[config.mk]
export PLATFORM = sky130hd
export DESIGN_NAME = sdds_dr2sr
export DESIGN_NICKNAME = d
export VERILOG_FILES = /design/src/rtl/sdds_pkg.sv /design/src/rtl/sdds_sync_fifo.sv /design/src/rtl/sdds_dr2sr.sv
export SDC_FILE = /design/constraint.sdc
export NUM_CORES = 1
export LEC_CHECK = 0
export BUFFER_PORTS_ARGS = -buffer_cell sky130_fd_sc_hd__buf_4
export CAP_MARGIN = 10
export CORE_MARGIN = 8
export CORE_UTILIZATION = 50
export CTS_BUF_LIST = sky130_fd_sc_hd__clkbuf_4
export CTS_CLUSTER_DIAMETER = 40
export CTS_CLUSTER_SIZE = 30
export DETAILED_ROUTE_END_ITERATION = 16
export PLACE_DENSITY = 0.74
export SYNTH_ARGS = -nofsm -noshare
export SYNTH_HDL_FRONTEND = slang
export SYNTH_SLANG_ARGS = --single-unit
[constraint.sdc]
create_clock -name ck -period 4.15 [get_ports ck]
set_input_delay 0.83 -clock ck [delete_from_list [all_inputs] [get_ports ck]]
set_output_delay 0.83 -clock ck [all_outputs]
set_load 0.03 [all_outputs]
[src/rtl/sdds_pkg.sv]
// Shared types and dual-rail code helpers for the SDDS
// dual-rail to single-rail sink stage.
package sdds_pkg;

   typedef enum logic {
      IDLE,
      WAIT_NULL
   } state_e;

   // Per-bit codes as {t, f}
   localparam logic [1:0] DR_NULL    = 2'b00;
   localparam logic [1:0] DR_DATA0   = 2'b01;
   localparam logic [1:0] DR_DATA1   = 2'b10;
   localparam logic [1:0] DR_ILLEGAL = 2'b11;

   localparam int DR_MAX_W = 64;

   typedef struct packed {
      logic complete;
      logic is_null;
      logic illegal;
   } dr_stat_t;

   // Bits outside mask are ignored so narrower words can be zero-extended.
   function automatic dr_stat_t dr_complete(
      input logic [DR_MAX_W-1:0] t,
      input logic [DR_MAX_W-1:0] f,
      input logic [DR_MAX_W-1:0] mask
   );
      dr_stat_t s;
      s.complete = 1'b1;
      s.is_null  = 1'b1;
      s.illegal  = 1'b0;
      for (int i = 0; i < DR_MAX_W; i++) begin
         if (mask[i]) begin
            case ({t[i], f[i]})
               DR_NULL: s.complete = 1'b0;
               DR_DATA0,
               DR_DATA1: s.is_null = 1'b0;
               DR_ILLEGAL: begin
                  s.complete = 1'b0;
                  s.is_null  = 1'b0;
                  s.illegal  = 1'b1;
               end
               default: s.complete = 1'b0;
            endcase
         end
      end
      return s;
   endfunction

endpackage

[src/rtl/sdds_sync_fifo.sv]
// Small synchronous FIFO; push while full is allowed when a pop
// happens on the same edge.
module sdds_sync_fifo #(
   parameter int WIDTH = 8,
   parameter int DEPTH = 2
) (
   input  logic                       ck,
   input  logic                       reset,
   input  logic                       push,
   input  logic [WIDTH-1:0]           din,
   input  logic                       pop,
   output logic [WIDTH-1:0]           dout,
   output logic                       empty,
   output logic                       full,
   output logic [$clog2(DEPTH):0]     count
);

   localparam int AW = $clog2(DEPTH);
   localparam int CW = AW + 1;

   logic [WIDTH-1:0] mem_q [DEPTH];
   logic [AW-1:0]    wptr_q;
   logic [AW-1:0]    rptr_q;
   logic [AW-1:0]    rprev;
   logic [CW-1:0]    count_q;
   logic             do_push;
   logic             do_pop;

   assign empty   = (count_q == '0);
   assign full    = (count_q == CW'(DEPTH));
   assign count   = count_q;
   assign do_pop  = pop & ~empty;
   assign do_push = push & (~full | do_pop);
   assign rprev   = rptr_q - AW'(1);

   // When empty, keep showing the entry most recently popped.
   assign dout = empty ? mem_q[rprev] : mem_q[rptr_q];

   always_ff @(posedge ck or posedge reset) begin
      if (reset) begin
         for (int i = 0; i < DEPTH; i++) mem_q[i] <= '0;
         wptr_q  <= '0;
         rptr_q  <= '0;
         count_q <= '0;
      end else begin
         if (do_push) begin
            mem_q[wptr_q] <= din;
            wptr_q        <= wptr_q + AW'(1);
         end
         if (do_pop) rptr_q <= rptr_q + AW'(1);
         count_q <= count_q + CW'(do_push) - CW'(do_pop);
      end
   end

endmodule

[src/rtl/sdds_dr2sr.sv]
// Dual-rail to single-rail sink: completion detection, 4-phase
// ack handshake, output FIFO and accepted-token counter.
module sdds_dr2sr
   import sdds_pkg::*;
#(
   parameter int WIDTH = 8,
   parameter int DEPTH = 2,
   parameter int CNT_W = 16
) (
   input  logic             ck,
   input  logic             reset,
   input  logic [WIDTH-1:0] in_t,
   input  logic [WIDTH-1:0] in_f,
   output logic             in_ack,
   output logic [WIDTH-1:0] out_data,
   output logic             out_valid,
   input  logic             out_ready,
   output logic             err,
   output logic [CNT_W-1:0] tok_cnt
);

   localparam int CW = $clog2(DEPTH) + 1;
   localparam logic [DR_MAX_W-1:0] MASK = DR_MAX_W'({WIDTH{1'b1}});

   state_e           state_q, state_d;
   logic             ack_q, ack_d;
   logic             err_q, err_d;
   logic [CNT_W-1:0] cnt_q, cnt_d;
   logic             push;
   logic             pop;
   logic             space;
   logic             empty;
   logic             full_unused;
   logic [CW-1:0]    count;
   dr_stat_t         st;

   assign st = dr_complete(DR_MAX_W'(in_t), DR_MAX_W'(in_f), MASK);

   assign out_valid = ~empty;
   assign pop       = out_valid & out_ready;
   assign space     = (count < CW'(DEPTH)) | pop;

   assign in_ack  = ack_q;
   assign err     = err_q;
   assign tok_cnt = cnt_q;

   sdds_sync_fifo #(
      .WIDTH (WIDTH),
      .DEPTH (DEPTH)
   ) u_fifo (
      .ck    (ck),
      .reset (reset),
      .push  (push),
      .din   (in_t),
      .pop   (pop),
      .dout  (out_data),
      .empty (empty),
      .full  (full_unused),
      .count (count)
   );

   always_ff @(posedge ck or posedge reset) begin
      if (reset) begin
         state_q <= IDLE;
         ack_q   <= 1'b0;
         err_q   <= 1'b0;
         cnt_q   <= '0;
      end else begin
         state_q <= state_d;
         ack_q   <= ack_d;
         err_q   <= err_d;
         cnt_q   <= cnt_d;
      end
   end

   always_comb begin
      state_d = state_q;
      ack_d   = ack_q;
      err_d   = err_q;
      cnt_d   = cnt_q;
      push    = 1'b0;
      case (state_q)
         IDLE: begin
            // Illegal words are acked and dropped so upstream can recover.
            if (st.illegal) begin
               err_d   = 1'b1;
               ack_d   = 1'b1;
               state_d = WAIT_NULL;
            end else if (st.complete && space) begin
               push    = 1'b1;
               cnt_d   = cnt_q + 1'b1;
               ack_d   = 1'b1;
               state_d = WAIT_NULL;
            end
         end
         WAIT_NULL: begin
            if (st.is_null) begin
               ack_d   = 1'b0;
               state_d = IDLE;
            end else if (st.illegal) begin
               err_d = 1'b1;
            end
         end
         default: state_d = IDLE;
      endcase
   end

endmodule

# Word level (Yosys, flattened, before mapping)
# Cells that the tools add are included.
[totals] in_bits=19 regBits=39 elab_cells=136
[op_classes] n_mux=47 bitwise_logic=12 addsub=6 magnitude_cmp=5 n_eq_ne=28 n_reduce_logical=29
[ops] operator="2-to-1 mux 8 bit" count=8
[ops] operator="== test 2 bit (second input constant)" count=17
[ops] operator="2-to-1 mux 1 bit" count=34
[ops] operator="OR reduction 3 bit" count=8
[ops] operator="zero test 2 bit" count=9
[ops] operator="adder 16 x 1 -> 16 bit (second input constant)" count=1
[ops] operator="bitwise mux 16 bit" count=1
[ops] operator="== test 2 x 1 -> 1 bit (second input constant)" count=8
[ops] operator="OR reduction 2 bit" count=8
[ops] operator="demux 8 bit (select 1 bit)" count=1
[ops] operator=">= comparator 2 bit (second input constant)" count=3
[ops] operator="inverter 1 -> 2 bit" count=3
[ops] operator="case mux 1 bit (2 select lines)" count=3
[ops] operator="inverter 1 bit" count=4
[ops] operator="AND 1 bit" count=3
[ops] operator="inequality test 3 bit (second input constant)" count=1
[ops] operator="AND reduction 3 bit" count=1
[ops] operator="adder 1 bit (second input constant)" count=2
[ops] operator="adder 2 x 1 -> 2 bit" count=1
[ops] operator="logical AND 1 bit" count=2
[ops] operator="less-than comparator 2 x 1 -> 1 bit (second input constant)" count=1
[ops] operator="less-than comparator 2 bit (second input constant)" count=1
[ops] operator="inequality test 2 x 1 -> 1 bit (second input constant)" count=1
[ops] operator="inequality test 2 bit (second input constant)" count=1
[ops] operator="other kinds (4)" count=5

# Longest topological paths before layout
# Gate-level depths: netlist of run 1.
[depth] ltp_word=17 ltp_mapped=9

# Modules after synthesis
# Synthesis of run 1 repeated with hierarchy kept, for this count alone.
[hier_totals] cells_unflattened=188 area_unflattened_um2=2195.9
[by_module_without_submodules] mod="sdds_dr2sr" cells_each=127 instances=1 area_each_um2=1268.7
[by_module_without_submodules] mod="sdds_sync_fifo" cells_each=61 instances=1 area_each_um2=927.1

# Worst setup path before layout of run 1
# OpenSTA, ideal clock, no wires.
[synth_timing] path_kind="in2reg" startpoint="input in_t[4]" endpoint="register u_fifo.count_q[1], in the netlist u_fifo.count[1]" arrival_ns=2.552 setup_slack_ns=1.518 setup_ns=0.080 n_path_buf=1 cell_stages=9 required_ns=4.070 cell_sequence="ha_1 -> or4_4 -> nor3_2 -> buf_6 -> nand2_1 -> inv_1 -> ha_1 -> xnor2_1 -> xnor2_1"
[synth_via] elab_chain_cells=13 elab_cells_between_ends=18 cone_classes="2 x add/sub; 1 x eq/ne; 11 x mux; 1 x bitwise; 3 x reduce/logical"
[synth_lines] element="start: declaration" line="sdds_dr2sr.sv:12" source="input logic [WIDTH-1:0] in_t,"
[synth_lines] element="== test 2 bit or zero test 2 bit (tied branches)" line="sdds_pkg.sv:36" source="case ({t[i], f[i]})"
[synth_lines] element="OR reduction 2 bit (no line)"
[synth_lines] element="2-to-1 mux 1 bit (4 in series)" line="sdds_pkg.sv:36"
[synth_lines] element="logical AND 1 bit" line="sdds_dr2sr.sv:89" source="end else if (st.complete && space) begin"
[synth_lines] element="2-to-1 mux 1 bit" line="sdds_dr2sr.sv:89"
[synth_lines] element="2-to-1 mux 1 bit *" line="sdds_dr2sr.sv:85" source="if (st.illegal) begin"
[synth_lines] element="2-to-1 mux 1 bit *" line="sdds_dr2sr.sv:82" source="case (state_q)"
[synth_lines] element="AND 1 bit *" line="sdds_sync_fifo.sv:33" source="assign do_push = push & (~full | do_pop);"
[synth_lines] element="adder 2 x 1 -> 2 bit *" line="sdds_sync_fifo.sv:51" source="count_q <= count_q + CW'(do_push) - CW'(do_pop);"
[synth_lines] element="subtractor 2 x 1 -> 2 bit *" line="sdds_sync_fifo.sv:51"
[synth_lines] element="end signal: assignment" line="sdds_sync_fifo.sv:51"
[synth_lines] element="end: declaration" line="sdds_sync_fifo.sv:25" source="logic [CW-1:0] count_q;"
# Mark *: on every way between the ends. The rest lies on a longest branch, timed or not.
# A chain may end at the register's enable or synchronous reset.

# Worst setup path after layout of run 1
[layout_timing] startpoint="register u_fifo.count_q[1], in the netlist u_fifo.count[1]" endpoint="output out_data[4]"
[layout_via] elab_chain_cells=2
[layout_lines] element="zero test 2 bit" line="sdds_sync_fifo.sv:29" source="assign empty = (count_q == '0);"
[layout_lines] element="2-to-1 mux 8 bit" line="sdds_sync_fifo.sv:37" source="assign dout = empty ? mem_q[rprev] : mem_q[rptr_q];"
[layout_lines] element="end: declaration" line="sdds_dr2sr.sv:15" source="output logic [WIDTH-1:0] out_data,"
# No other way between the ends.

==> results of run 1 <==
kinds of logic after synthesis:
group | Yosys count | share of synthesized area
xor gates and xnor gates | 20 | 0.0833
and+or+nand+nor | 48 | 0.147
DFF | 39 | 0.464
adders and majority gates | 19 | 0.113
buffers and inverters | 24 | 0.0464
AOI/OAI and AO/OA | 3 | 0.0125
muxes | 25 | 0.134
layout make-up:
type / instances / area (sq um)
well taps: 50 / 62.6
clock inverters: 2 / 7.51
repair buffers: 48 / 360
clock buffers: 6 / 45.0
multi-input cells: 115 / 1030
inverters: 22 / 82.6
flip-flops and latches: 39 / 976
fillers: 345 / 1470
cells in the final DEF (no fill, tap or decap), types with 4 or more instances in the layout:
master     n
nand4_1   14
nand3_1    6
buf_4     48
clkbuf_4   6
nand2_1    4
mux2_2    25
xnor2_1   18
dfrtp_1   39
inv_1     22
ha_1      19
and2_1     4
worst paths after layout:
check / endpoint / depth (start not counted) / slack (ns) / startpoint
max: out_data[4] / 4 / 0.94 / u_fifo.count[1]$_DFF_PP0_
min: tok_cnt[15]$_DFFE_PP0P_ / 1 / 0.48 / tok_cnt[15]$_DFFE_PP0P_
max reg2reg: u_fifo.count[1]$_DFF_PP0_ / 7 / 2.36 / u_fifo.count[1]$_DFF_PP0_
min reg2reg: tok_cnt[15]$_DFFE_PP0P_ / 1 / 0.48 / tok_cnt[15]$_DFFE_PP0P_
max in group asynchronous: tok_cnt[3]$_DFFE_PP0P_ / 3 / 3.21 / reset
min in group asynchronous: tok_cnt[8]$_DFFE_PP0P_ / 3 / 0.59 / reset
per-stage QoR:
step / hold WS, ns / area, sq um
final: 0.480 / 2560
after floorplan: 0.452 / 2100
after CTS: 0.493 / 2560
after detailed placement: 0.476 / 2510
after global placement: 0.463 / 2510
after global routing: 0.510 / 2560
power by group:
part	leakage, nW	internal (mW)	switching [mW]
logic	0.791	0.0764	0.0929
clock network	0.0307	0.0694	0.119
registers	0.528	0.396	0.0103
worst max-delay path: stages, from the launching register on:
cell     delay, ns
dfrtp_1       0.41
or2_2         0.34
xor2_1        0.70
mux2_2        0.42
buf_4         0.17
routing by layer:
layer / wire, microns / part of all wire
met4: 53 / 0.013
met3: 261 / 0.063
met1: 1860 / 0.44
met2: 2000 / 0.48
met5: 0 / 0
sequential cells by signal, summed over array words and instances (netlist names):
signal	count
err	1
in_ack	1
state_q	1
tok_cnt	16
u_fifo.count	2
u_fifo.mem_q	16
u_fifo.rptr_q	1
u_fifo.wptr_q	1
==> summary.txt, run 1 <==
Logic synthesis
  • Number of synthesized register bits: 39
  • Share of flip-flops with an asynchronous set or reset: 1.00
  • Cell with the most instances after synthesis: dfrtp_1
  • Yosys top cell area share: 0.464
  • Post-synth EDFFs: 0
  • Mean Syn Cell Area: 11.8 sq um
  • Post-synth cell types: 28
  • Top cells by count, synth: dfrtp_1, mux2_2, inv_1
  • Cells after Synth: 178
  • Warnings, synthesis: 0
  • Net count after synthesis: roughly 220
  • Share of the yosys chip area belonging to registers: 0.464
  • Cell taking the most area after synthesis: dfrtp_1
  • Mapped cell area: 2100 sq um
  • Top FF cell, synth: dfrtp_1
  • Area contributors post-synth: dfrtp_1, mux2_2, ha_1, xnor2_1, nand4_1

Floorplanning
  • # rows: 23
  • Top Ports: 46
  • Die Area: approximately 6500 sq um
  • Chip width: 80.9 microns
  • Total core area: 4030 sq um
  • Initial Utilization: 0.522
  • Die Y: 80.9 microns

Setup path
  • Crit path required time: ~3.3 ns
  • Setup CP Type: register to output pin
  • Startpoint Class: register
  • Crit. End Element: output pin
  • CP Max Fanout: 8
  • WP data arrival: ~2.4 ns

Layout
  • Post-route insts no fill: 282
  • Ant diodes: 0
  • Net count, final: 269
  • Final Util: 0.636
  • Share of layout cells above drive strength 1: 0.371
  • Layout area overhead: 21.9%

Pwr
  • PwrDens: ~300 nW/um^2
  • Max rail drop VDD: 0.000298 V
  • Design Power: approximately 0.76 mW
  • Leak: between 1 and 1.5 nW

Global routing
  • Met2 Use GR: 0.217
  • GRT met3 Usage: 0.0508
  • Grt total ovfl: 0
  • GR Layer Usage met1: 0.170
  • Overall Global Routing Usage: 0.138
  • Number of global-route vias before repair: 1436
  • Initial antenna violation count: 0
  • Pin count of the biggest net entering global routing: 40
  • Most Used Layer, Global Route: met2
  • First-pass GRT wire length: between 6000 and 7000 microns

Detailed routing
  • Pre-antenna DRT Iters: 4
  • DRC Markers: 0
  • Antenna-violating nets left: 0
  • Iter 0 DRT Violations: 96
  • Drt total wl: 4170 microns
  • DR vias/cell: between 5 and 6
  • Drt wl/cell: around 15 microns
  • Vias: 1477

CTS
  • CTS tree: done
  • Root buf cell: clkbuf_4
  • Clock Latency Late Sink: 0.34 ns
  • CTS resizes: 0
  • H-tree Lvls: 2
  • Setup Buffers After CTS: 0
  • Clk sink count: 39
  • CTS Buf Count: 5
  • CTS Buffer Depth: 2
  • Reg clk slew, reported paths: 0.11 ns
  • Post-CTS Hold Buffers: 0

Place
  • Post-DP HPWL: between 3000 and 4000 microns
  • Dpl cells: 274
  • Number of port buffers: 45
  • Final GP Congestion: 0.763
  • Worst slack at placement: 1.29 ns

Run
  • Max cap viols: 0

Hold path
  • HP Class: register to register

Timing
  • Final setup margin: around 0.94 ns
  • Max_slew headroom: 0.412
  • Final hold vios: 0
  • Fin. max-slew vios: 0
  • TNS Setup: 0 ns
  • Clock skew: between 0.008 and 0.009 ns
  • Final Critical Period: about 3.2 ns
  • Final period util: 0.774
  • Measured slew at the worst slew-check pin: just under 0.9 ns
  • RSZ-0062 raised after global routing: false
  • FMAX: 311 MHz
  • Setup Viol. Count Final: 0

Outcome
  • Outcome: complete, no violations
No activity file was read; power rests on OpenSTA's default activity.
==> inputs of run 2 (changes only) <==
- clock period: 4.15 -> 3.18 ns (I/O delays scaled with it)
==> summary.txt, run 2 (synthesis results as in run 1) <==
Outcome
  • Outcome: complete, no violations

Pwr
  • Leak: 1.36 nW
  • Max rail drop VDD: 0.000435 V
  • PwrDens: 391 nW/um^2

Detailed routing
  • Drt wl/cell: 15.2 microns
  • Antenna-violating nets left: 0
  • Drt total wl: roughly 4300 microns
  • Vias: 1480
  • DR vias/cell: 5.25
  • Iter 0 DRT Violations: 57
  • Pre-antenna DRT Iters: 4
  • DRC Markers: 0

Floorplanning
  • Die Area: 6540 sq um
  • Top Ports: 46
  • Die Y: 80.9 microns
  • Initial Utilization: 0.522
  • Total core area: 4030 sq um
  • # rows: 23
  • Chip width: 80.9 microns

Timing
  • Final Critical Period: ~2.6 ns
  • Final hold vios: 0
  • RSZ-0062 raised after global routing: false
  • Clock skew: 0.00656 ns
  • Setup Viol. Count Final: 0
  • TNS Setup: 0 ns
  • Final period util: 0.803
  • FMAX: 392 MHz
  • Measured slew at the worst slew-check pin: 0.477 ns
  • Max_slew headroom: 0.682
  • Fin. max-slew vios: 0

Global routing
  • GR Layer Usage met1: 0.168
  • First-pass GRT wire length: slightly above 7000 microns
  • Pin count of the biggest net entering global routing: 40
  • Number of global-route vias before repair: about 1500
  • Most Used Layer, Global Route: met2
  • Overall Global Routing Usage: 0.140
  • Initial antenna violation count: 0
  • GRT met3 Usage: 0.0475
  • Met2 Use GR: 0.225
  • Grt total ovfl: 0

Layout
  • Layout filler cell count: 355
  • Net count, final: 271
  • Share of layout cells above drive strength 1: 0.379
  • Commonest cells after routing, fill and taps aside: buf_4, dfrtp_1, mux2_2
  • Most common cell after layout, fill and taps aside: buf_4
  • Finished Cell Area: 2570 sq um
  • Layout area overhead: 22.2%
  • Ant diodes: 0
  • Final Util: 0.638

CTS
  • CTS Buf Count: 5
  • Clock Latency Late Sink: 0.33 ns
  • CTS tree: done
  • Root buf cell: clkbuf_4
  • Reg clk slew, reported paths: 0.10 ns
  • Post-CTS Hold Buffers: 0
  • CTS Buffer Depth: 2
  • H-tree Lvls: 2
  • Clk sink count: 39
  • Setup Buffers After CTS: 0
  • CTS resizes: 0

Setup path
  • R2R cell count: 5
  • CP Max Fanout: 8
  • Crit. End Element: output pin
  • Setup CP Type: register to output pin
  • Startpoint Class: register
  • Crit path required time: 2.54 ns
  • WP data arrival: 1.92 ns

Hold path
  • HP Class: input port to async pin

Place
  • Post-DP HPWL: approximately 3300 microns
  • Number of port buffers: 45
  • Final GP Congestion: 0.780
  • DP Area: 2530 sq um

Run
  • Max cap viols: 0
## run 2: cell count changes in the layout (fill, tap and decap cells not counted), sizes merged
cell,delta
clkinv,-2
buf,+2
## run 2: path summary, 6_finish.rpt
path	slack (ns)	to	start
worst max-delay path	0.63	out_data[7]	u_fifo.count[1]$_DFF_PP0_
worst min-delay path	0.40	u_fifo.mem_q[8]$_DFFE_PP0P_	reset
worst max register to register	1.40	u_fifo.mem_q[4]$_DFFE_PP0P_	u_fifo.count[1]$_DFF_PP0_
worst min register to register	0.48	tok_cnt[15]$_DFFE_PP0P_	tok_cnt[15]$_DFFE_PP0P_
max in group asynchronous	2.44	tok_cnt[13]$_DFFE_PP0P_	reset
min in group ck	0.48	tok_cnt[15]$_DFFE_PP0P_	tok_cnt[15]$_DFFE_PP0P_
## run 2: report_power, final
group	leakage, nW	switching [mW]	internal [mW]	total (mW)
Sequential	0.528	0.0138	0.517	0.530
Combinational	0.801	0.122	0.116	0.238
Clock	0.0276	0.149	0.0873	0.236
## run 2: area by class of cell
| type | instances | area, sq um | share of cell area |
|---|---|---|---|
| multi-input cells | 115 | 1030 | 0.400 |
| flip-flops and latches | 39 | 976 | 0.380 |
| repair buffers | 50 | 375 | 0.146 |
| inverters | 22 | 82.6 | 0.0321 |
| well taps | 50 | 62.6 | 0.0243 |
| clock buffers | 6 | 45.0 | 0.0175 |
## run 2: critical path, cell delays in order, from the launching register on
cell and delay [ns]:
dfrtp_1 0.41, or2_2 0.33, xor2_1 0.13, buf_4 0.19
mux2_2 0.35, buf_4 0.17
## run 2: per-layer routing
metal / vias to the layer above / share of wire
met5: - / 0
met4: 0 / 0.015
met3: 6 / 0.068
met2: 37 / 0.47
met1: 714 / 0.44
li1: 723 / -
## run 2: metrics by stage
step	instances	hold WS, ns	setup WS (ns)	power, mW
floorplan	178	0.452	0.742	0.691
global placement	276	0.453	0.521	0.781
detailed placement	276	0.465	0.502	0.783
CTS	282	0.407	0.586	1.02
global route	282	0.460	0.539	1.06
finish	282	0.404	0.627	1.00
